$ cat config.mk
export PLATFORM = sky130hd
export DESIGN_NAME = alu_flags_seq
export DESIGN_NICKNAME = d
export VERILOG_FILES = /design/src/rtl/alu_pkg.sv /design/src/rtl/alu_flag_calc.sv /design/src/rtl/alu_flags_seq.sv
export SDC_FILE = /design/constraint.sdc
export NUM_CORES = 1
export LEC_CHECK = 0
export ABC_AREA = 1
export BUFFER_PORTS_ARGS = -buffer_cell sky130_fd_sc_hd__buf_2
export CORE_UTILIZATION = 30
export CTS_CLUSTER_DIAMETER = 150
export CTS_CLUSTER_SIZE = 12
export DETAILED_ROUTE_END_ITERATION = 12
export GPL_ROUTABILITY_DRIVEN = 0
export HOLD_SLACK_MARGIN = 0.08
export SLEW_MARGIN = 20
export SYNTH_ARGS = -nofsm -noshare
export SYNTH_HDL_FRONTEND = slang
export SYNTH_SLANG_ARGS = --single-unit
$ cat constraint.sdc
create_clock -name clk -period 1.8 [get_ports clk]
set_input_delay 0.18 -clock clk [delete_from_list [all_inputs] [get_ports clk]]
set_output_delay 0.18 -clock clk [all_outputs]
set_load 0.01 [all_outputs]
$ cat src/rtl/alu_pkg.sv
// Shared definitions for the slice-serial ALU flag unit: flag bit positions
// inside the architectural flag register and the accumulation FSM encoding.
package alu_pkg;

    localparam int FLAG_W  = 8;

    localparam int FLAG_Z  = 0;
    localparam int FLAG_C  = 1;
    localparam int FLAG_E  = 2;
    localparam int FLAG_LT = 3;
    localparam int FLAG_GT = 4;
    localparam int FLAG_N  = 5;
    localparam int FLAG_V  = 6;
    localparam int FLAG_SV = 7;

    typedef enum logic {
        ST_IDLE  = 1'b0,
        ST_ACCUM = 1'b1
    } state_e;

endpackage : alu_pkg

$ cat src/rtl/alu_flag_calc.sv
// Combinational final-slice flag computation. Combines the running accumulators
// with the current (last) slice; the sticky bit is left to the flag register.
module alu_flag_calc
    import alu_pkg::*;
#(
    parameter int W = 8
) (
    input  logic              z_acc,
    input  logic              e_acc,
    input  logic              cin0_n,
    input  logic              sub,
    input  logic [W-1:0]      f,
    input  logic              a_b,
    input  logic              cn8_n,
    input  logic              a_msb,
    input  logic              b_msb,
    output logic [FLAG_W-1:0] flags_o
);

    always_comb begin
        // NOTE: every output of a combinational block gets a default first so no latch is inferred.
        flags_o           = '0;
        flags_o[FLAG_Z]   = z_acc & ~|f;
        flags_o[FLAG_C]   = ~cn8_n;
        flags_o[FLAG_E]   = e_acc & a_b;
        flags_o[FLAG_LT]  = ~cin0_n & cn8_n;
        flags_o[FLAG_GT]  = cin0_n & ~cn8_n;
        flags_o[FLAG_N]   = f[W-1];
        // Operands of like sign (after subtract inversion) producing a result of the other sign.
        flags_o[FLAG_V]   = (a_msb ~^ (b_msb ^ sub)) & (f[W-1] ^ a_msb);
    end

endmodule : alu_flag_calc

$ cat src/rtl/alu_flags_seq.sv
// Registered flag unit: accumulates per-slice ALU status over one wide operation
// and commits masked flags on the last slice, with software load and sticky overflow.
module alu_flags_seq
    import alu_pkg::*;
#(
    parameter int W          = 8,
    parameter int MAX_SLICES = 4
) (
    input  logic              clk,
    input  logic              rst_n,
    input  logic              in_valid,
    input  logic              in_first,
    input  logic              in_last,
    input  logic [W-1:0]      f,
    input  logic              a_b,
    input  logic              cn_n,
    input  logic              cn8_n,
    input  logic              a_msb,
    input  logic              b_msb,
    input  logic              sub,
    input  logic [FLAG_W-1:0] upd_mask,
    input  logic              flags_we,
    input  logic [FLAG_W-1:0] flags_wdata,
    input  logic              clr_sticky,
    output logic [FLAG_W-1:0] flags,
    output logic              flags_valid,
    output logic              busy,
    output logic              frame_err
);

    localparam int CNT_W = $clog2(MAX_SLICES + 1);

    state_e              state_q, state_d;
    logic [CNT_W-1:0]    cnt_q, cnt_d;
    logic                z_acc_q, z_acc_d;
    logic                e_acc_q, e_acc_d;
    logic                cin0_q, cin0_d;
    logic                sub_q, sub_d;
    logic [FLAG_W-1:0]   mask_q, mask_d;
    logic [FLAG_W-1:0]   flags_q, flags_d;
    logic                flags_valid_q, flags_valid_d;
    logic                frame_err_q, frame_err_d;

    logic                commit;
    logic                err;
    logic                in_op;
    logic [FLAG_W-1:0]   calc_flags;
    logic [FLAG_W-1:0]   eff_mask;

    // A single-slice op commits straight from IDLE, so it uses the live first-slice inputs.
    assign in_op    = (state_q == ST_ACCUM);
    assign eff_mask = in_op ? mask_q : upd_mask;

    alu_flag_calc #(.W(W)) u_calc (
        .z_acc   (in_op ? z_acc_q : 1'b1),
        .e_acc   (in_op ? e_acc_q : 1'b1),
        .cin0_n  (in_op ? cin0_q  : cn_n),
        .sub     (in_op ? sub_q   : sub),
        .f       (f),
        .a_b     (a_b),
        .cn8_n   (cn8_n),
        .a_msb   (a_msb),
        .b_msb   (b_msb),
        .flags_o (calc_flags)
    );

    always_comb begin
        state_d = state_q;
        cnt_d   = cnt_q;
        z_acc_d = z_acc_q;
        e_acc_d = e_acc_q;
        cin0_d  = cin0_q;
        sub_d   = sub_q;
        mask_d  = mask_q;
        commit  = 1'b0;
        err     = 1'b0;

        if (in_valid) begin
            if (!in_op) begin
                if (!in_first)
                    err = 1'b1;
                else if (in_last)
                    commit = 1'b1;
                else if (MAX_SLICES == 1)
                    err = 1'b1;
                else begin
                    state_d = ST_ACCUM;
                    cnt_d   = CNT_W'(1);
                    z_acc_d = ~|f;
                    e_acc_d = a_b;
                    cin0_d  = cn_n;
                    sub_d   = sub;
                    mask_d  = upd_mask;
                end
            end else begin
                if (in_first)
                    err = 1'b1;
                else if (in_last)
                    commit = 1'b1;
                else if (cnt_q == CNT_W'(MAX_SLICES - 1))
                    err = 1'b1;
                else begin
                    cnt_d   = cnt_q + CNT_W'(1);
                    z_acc_d = z_acc_q & ~|f;
                    e_acc_d = e_acc_q & a_b;
                end
            end
        end

        if (commit || err) begin
            state_d = ST_IDLE;
            cnt_d   = '0;
            z_acc_d = 1'b0;
            e_acc_d = 1'b0;
            cin0_d  = 1'b0;
            sub_d   = 1'b0;
            mask_d  = '0;
        end

        flags_d = flags_q;
        if (commit) begin
            for (int i = 0; i < FLAG_SV; i++)
                if (eff_mask[i])
                    flags_d[i] = calc_flags[i];
        end
        if (clr_sticky)
            flags_d[FLAG_SV] = 1'b0;
        if (commit && eff_mask[FLAG_SV] && calc_flags[FLAG_V])
            flags_d[FLAG_SV] = 1'b1;
        if (flags_we)
            flags_d = flags_wdata;

        flags_valid_d = commit & ~flags_we;
        frame_err_d   = err;
    end

    // NOTE: state flops use non-blocking assignments so every register samples pre-edge values.
    always_ff @(posedge clk or negedge rst_n) begin
        if (!rst_n) begin
            state_q       <= ST_IDLE;
            cnt_q         <= '0;
            z_acc_q       <= 1'b0;
            e_acc_q       <= 1'b0;
            cin0_q        <= 1'b0;
            sub_q         <= 1'b0;
            mask_q        <= '0;
            flags_q       <= '0;
            flags_valid_q <= 1'b0;
            frame_err_q   <= 1'b0;
        end else begin
            state_q       <= state_d;
            cnt_q         <= cnt_d;
            z_acc_q       <= z_acc_d;
            e_acc_q       <= e_acc_d;
            cin0_q        <= cin0_d;
            sub_q         <= sub_d;
            mask_q        <= mask_d;
            flags_q       <= flags_d;
            flags_valid_q <= flags_valid_d;
            frame_err_q   <= frame_err_d;
        end
    end

    assign flags       = flags_q;
    assign flags_valid = flags_valid_q;
    assign busy        = in_op;
    assign frame_err   = frame_err_q;

endmodule : alu_flags_seq
==> summary.md, run 1 <==
| Metric | Value |
|---|---|
| Status | finished, final reports clean |
| Crit. End Element | flip-flop |
| Final core utilization | 39.2% |
| Reg clk slew, reported paths | 0.09 ns |
| Gate Count Post-Synth | 208 |
| Logic pwr share | 29.6% |
| Worst r2r src | cnt_q[0] |
| CTS Sinks | 26 |
| WP data arrival | 1.78 ns |
| Die Area | 0.00537 mm^2 |
| Die Wd | 73.3 um |
| Critical path class | flip-flop to flip-flop |
| Final Hold Viols | 0 |
| Top cells by count, synth | nand2_1 (83), dfrtp_1 (26), nand4_1 (15), nor2_1 (15), nand3_1 (14) |
| Filler Cell Count | 545 |
| Vias/cell | 4.57 |
| Hold path start | upd_mask[7] |
| Via count | 1476 |
| Number of DRC markers in iteration 0 | 55 |
| Post-synth top area cell | dfrtp_1 |
| HP Class | primary input to flip-flop |
| CTS buffer count | 3 |
| Initial core utilization | 31.6% |
| RSZ-0062 raised after global routing | false |
| Max_slew headroom | 60.0% |
| Post-synth ARST share | 100% |
| Post-Route WL | 3830 um |
| Syn nets | 247 |
| Ant diodes | 0 |
| Root Buffer Master | clkbuf_8 |
| Slew @ Worst Pin | 0.600 ns |
| H-tree lvl count | 1 |
| Wire length per cell | 11.8 um |
| Power share of the clock group | 24.6% |
| Antenna Nets Post-Route | 0 |
| Final setup fails | 0 |
| Hold Crit Depth | 3 |
| Die Height | 73.3 um |
| Largest net degree at the start of global routing | 27 |
| Worst R2R End | busy |
| Power Density | 838 mW/mm^2 |
| Vias in the first global route | 1344 |
| Max frequency | 632 MHz |
| Cell-internal power | 1.04 mW |
| Met3 Wirelength | 187 um |
| Routed length on met1 | 1820 um |
| I/O pins | 48 |
| Dominant cells by area after synthesis | dfrtp_1 (43%), nand2_1 (20%), nand4_1 (6.2%), nand3_1 (4.6%), nor2_1 (3.7%) |
| Sequential fraction of design power | 45.8% |
| Max Root-Sink Buffers | 2 |
| NetSw | 544 uW |
| Period utilisation layout | 87.9% |
| Synth Flop Type | dfrtp_1 |
| Crit path launch type | flip-flop |
| CTS tree | yes |
| Post-DP HPWL | 2840 um |
| Top sig layer | met4 |
| Hold Path Sink | mask_q[7] |
| Sum Neg Setup Slack | 0 ns |
| GRT overflow | 0 |
| Initial antenna violation count | 0 |
| Worst R2R Setup Slack | 0.22 ns |
| All-Layer GR Usage | 15.7% |
| CP required | 2.00 ns |
| Leakage | 1.05 nW |
| Standard cell core area | 0.00482 mm^2 |
| Clk_lat worst skew | 0.28 ns |
| Final Non-Filler Cells | 323 |
| Layout Skew | 0.00283 ns |
| Synth Area per Inst | 7.33 um^2 |
| DP Cell Count | 318 |
| First-pass GRT wire length | 6390 um |
| Synth Warn # | 0 |
| Final Slew Violations | 0 |
| Placement row count | 25 |
| Yosys reg bits | 26 |
| EDFF count, synth | 0 |
| Layout cells sized above 1 | 27.3% |
| CP Max Fanout | 17 |
| Drt drc | 0 |
| Number of distinct library cells after synthesis | 24 |
| Met2 wire len | 1780 um |
| P&R area growth vs syn | 24.0% |
| Seq/Total Area, Yosys | 42.7% |
| Most numerous cell in the Yosys netlist | nand2_1 |
| Fin crit period | 1.58 ns |
| Worst VDD drop | 0.000383 V |
| IO Port Bufs | 47 |
| Yosys top cell area share | 42.7% |
| Setup bufs post-CTS | 0 |
| Synthesized area | 0.00152 mm^2 |
| Worst hold slack | 0.123 ns |
| R2R depth | 7 |
| Switching Fraction | 34.4% |
| Nets | 296 |
| First-pass DRT Iterations | 4 |
| Max_cap viols | 0 |
## sequential cells by signal (all words and copies together) (netlist names)
| signal | count |
|---|---|
| flags_valid | 1 |
| sub_q | 1 |
| cnt_q | 3 |
| busy | 1 |
| flags | 8 |
| z_acc_q | 1 |
| cin0_q | 1 |
| mask_q | 8 |
| frame_err | 1 |
| e_acc_q | 1 |
## layout make-up
| type | count | area [um^2] | area share [%] |
|---|---|---|---|
| multi-input cells | 155 | 732 | 38.7 |
| inverters | 17 | 76.3 | 4.04 |
| flip-flops and latches | 26 | 652 | 34.5 |
| clock buffers | 4 | 55.1 | 2.91 |
| repair buffers | 54 | 290 | 15.4 |
| well taps | 67 | 83.8 | 4.44 |
## power by group through the flow
stage	Clock, mW	Sequential (mW)	Combinational [mW]
4_1_cts	0.396	0.724	0.474
5_1_grt	0.417	0.742	0.533
3_5_place_dp	0	0.736	0.470
3_3_place_gp	0	0.734	0.465
6_report	0.390	0.724	0.468
2_1_floorplan	0	0.731	0.308
## placed cells by master, fill, tap and decap left out, drive strengths merged
cell         instances
nand2               88
buf                 53
dfrtp               26
inv                 16
nor2                15
nand4               15
nand3               14
a21oi                8
o21ai                7
clkbuf               4
nor3                 2
ha                   2
clkinv               1
o21a                 1
nor4                 1
a22oi                1
o211ai               1
dlygate4sd3          1
## what timing repair did
item,in CTS,in global routing
gates resized for setup,0,1
hold buffers,1,0
setup endpoints to repair,0,5
endpoints found under the hold margin,26,0
## routing by layer
layer	track usage [%]	vias up
met2	24.3	42
met4	5.01	0
li1	-	768
met1	22.2	662
met3	2.61	4
met5	0	-
## critical path, stage by stage (launching register included)
cell and delay [ns]:
dfrtp_1 0.41, ha_1 0.20, ha_1 0.17, inv_1 0.05, nor3_1 0.06, o21ai_4 0.40
nand2_1 0.09, a21oi_1 0.13
## worst max-delay path by stage
stage,start,to,slack (ns),cells past startpoint
floorplan,cnt_q[0],cin0_q,0.40,8
global placement,cnt_q[0],busy,0.20,7
detailed placement,busy,flags[0],0.19,8
CTS,busy,mask_q[3],0.17,7
global route,cnt_q[0],cin0_q,0.03,7
finish,cnt_q[0],busy,0.22,7
## logic make-up (layout without fill, tap and decap cells)
logic type,count (synthesis),in the layout,synth area share (%)
flops,26,26,42.7
fa+ha+maj,2,2,1.64
compound gates,18,18,7.39
buf+inv,27,75,9.28
simple gates,135,135,39.0
## per-stage QoR
step	power, mW	instance area, um^2	worst slack (ns)
2_1_floorplan	1.04	1520	0.403
3_3_place_gp	1.20	1820	0.201
3_5_place_dp	1.21	1820	0.191
4_1_cts	1.59	1890	0.172
5_1_grt	1.69	1890	0.0269
6_report	1.58	1890	0.217
No activity file was read; power rests on OpenSTA's default activity.
==> run 2: changes to the inputs <==
CORE_ASPECT_RATIO = 0.5   (was not set)
==> run 2 against run 1 <==
Against the previous run: core utilization increased by 1.2 points; hold slack better by 0.0030 ns; maximum frequency grew 0.23%; combinational power hardly changed; critical endpoint is now flags[6]; global-route usage shrank 0.099 points; clock power shrank 17%; die area grew 0.32%; cell count fell by 0.62%.
==> summary.md, run 2 (synthesis gave the netlist of run 1 again) <==
| Metric | Value |
|---|---|
| All-Layer GR Usage | 15.6% (-0.099 points) |
| Post-cts resize count | 0 (unchanged) |
| Wire length per cell | 11.6 um (-2.2%) |
| Drt drc | 0 (unchanged) |
| CP required | 1.96 ns (-0.04 ns) |
| Crit path launch type | flip-flop |
| Number of DRC markers in iteration 0 | 73 (+33%) |
| Post-DP HPWL | 2870 um (+0.82%) |
| Slew @ Worst Pin | 0.583 ns (-0.0167 ns) |
| Max Root-Sink Buffers | 2 (unchanged) |
| Worst r2r src | busy |
| Reg clk slew, reported paths | 0.09 ns (about the same) |
| Clk_lat worst skew | 0.27 ns (about the same) |
| HP Class | primary input to flip-flop |
| Largest net degree at the start of global routing | 27 (unchanged) |
| Critical Path Source | busy |
| Hold bufs inserted after CTS | 1 (unchanged) |
| Post-Route WL | 3720 um (-2.8%) |
| Worst VDD drop | 0.000389 V (+1.5%) |
| Die Area | 0.00539 mm^2 (+0.32%) |
| Worst R2R End | flags[6] |
| CTS tree | yes |
| Worst R2R Setup Slack | 0.22 ns (about the same) |
| Max_cap viols | 0 (unchanged) |
| Crit. End Element | flip-flop |
| Initial antenna violation count | 0 (unchanged) |
| Period utilisation layout | 87.7% (-0.20 points) |
| Status | finished, final reports clean |
| Max frequency | 633 MHz (+0.23%) |
| Leakage | 1.04 nW (-0.66%) |
| H-tree lvl count | 1 (unchanged) |
| WP data arrival | 1.74 ns (-0.04 ns) |
| Worst setup endpoint | flags[6] |
| Layout Skew | 0.00769 ns (+0.00485 ns) |
| Power Density | 806 mW/mm^2 (-3.8%) |
| Critical path class | flip-flop to flip-flop |
| Vias in the first global route | 1398 (+4.0%) |
| I/O pins | 48 (unchanged) |
| Standard cell core area | 0.00464 mm^2 (-3.7%) |
| CTS Sinks | 26 (unchanged) |
| First-pass GRT wire length | 6350 um (-0.64%) |
| P&R area growth vs syn | 22.9% |
| Die Height | 52.4 um (-28%) |
| R2R depth | 9 (+2) |
| Nets | 296 (unchanged) |
| GRT overflow | 0 (unchanged) |
| Via count | 1488 (+0.81%) |
| Commonest non-fill, non-tap cell in the layout | nand2_1 |
| CTS buffer count | 3 (unchanged) |
| Layout cells sized above 1 | 26.7% (-0.68 points) |
| CP Max Fanout | 17 (unchanged) |
| Vias/cell | 4.64 (+1.4%) |
| RSZ-0062 raised after global routing | false |
| Final Non-Filler Cells | 321 (-0.62%) |
| Fin crit period | 1.58 ns (-0.00359 ns) |
| Root Buffer Master | clkbuf_8 |
| Die Wd | 103 um (+40%) |
| Setup bufs post-CTS | 0 (unchanged) |
| First-pass DRT Iterations | 4 (unchanged) |
| Max_slew headroom | 61.1% (+1.1 points) |
| DP Cell Count | 317 (-0.31%) |
| Final setup fails | 0 (unchanged) |
| Initial core utilization | 32.9% (+1.2 points) |
| Antenna Nets Post-Route | 0 (unchanged) |
| Final Hold Viols | 0 (unchanged) |
| Commonest non-fill, non-tap cells in the layout | nand2_1 (83), buf_2 (47), dfrtp_1 (26) |
| Placement row count | 17 (-32%) |
| IO Port Bufs | 47 (unchanged) |
| Sum Neg Setup Slack | 0 ns (unchanged) |
| Ant diodes | 0 (unchanged) |
| Final Slew Violations | 0 (unchanged) |
## run 2: cell types whose count changed in the layout (fill, tap and decap cells not counted)
cell / before / now
dfrtp_1: 25 / 26
clkbuf_8: 4 / 3
dfrtp_2: 1 / 0
## run 2: where the power goes
part	leakage, nW	switching, mW	internal (mW)
Clock	0.0216	0.174	0.150
Sequential	0.342	0.0603	0.661
Combinational	0.679	0.285	0.180
Total	1.04	0.519	0.991
## run 2: layout make-up
| class | count | area, um^2 |
|---|---|---|
| clock buffer | 3 | 41.3 |
| fill | 507 | 2760 |
| inverter | 17 | 76.3 |
| multi-input combinational | 155 | 732 |
| sequential | 26 | 651 |
| tap | 66 | 82.6 |
| timing repair buffer | 54 | 290 |
## run 2: per-stage QoR
stage	utilization (%)	area, um^2	hold slack [ns]	total power, mW	setup WS (ns)
5_1_grt	40.4	1870	0.125	1.63	0.0151
2_1_floorplan	-	1520	-0.116	1.04	0.403
6_report	40.4	1870	0.126	1.51	0.221
4_1_cts	40.4	1870	0.125	1.53	0.203
3_5_place_dp	39.3	1820	0.225	1.20	0.206
3_3_place_gp	39.3	1820	0.225	1.20	0.238
## run 2: critical path, cell delays in order (launching register included)
cell,delay (ns)
dfrtp_1,0.61
clkinv_8,0.16
nand2_2,0.09
nand2_2,0.06
nand2_2,0.14
nand2_2,0.13
nand2_1,0.12
nor2_1,0.04
o21ai_0,0.07
nand2_1,0.06
## run 2: metal layers
layer  up-vias  routed length [um]  GRT usage, %
li1        773                   -             -
met1       672                1910          21.2
met2        41                1550          24.9
met3         2                 221          4.00
met4         0                  36          3.52
met5         -                   0             0
## run 2: worst min-delay path by stage
stage | start | end | cells after the start
floorplan | rst_n | busy | 0
global placement | rst_n | e_acc_q | 1
detailed placement | rst_n | e_acc_q | 1
CTS | upd_mask[7] | mask_q[7] | 3
global route | upd_mask[7] | mask_q[7] | 3
finish | upd_mask[7] | mask_q[7] | 3
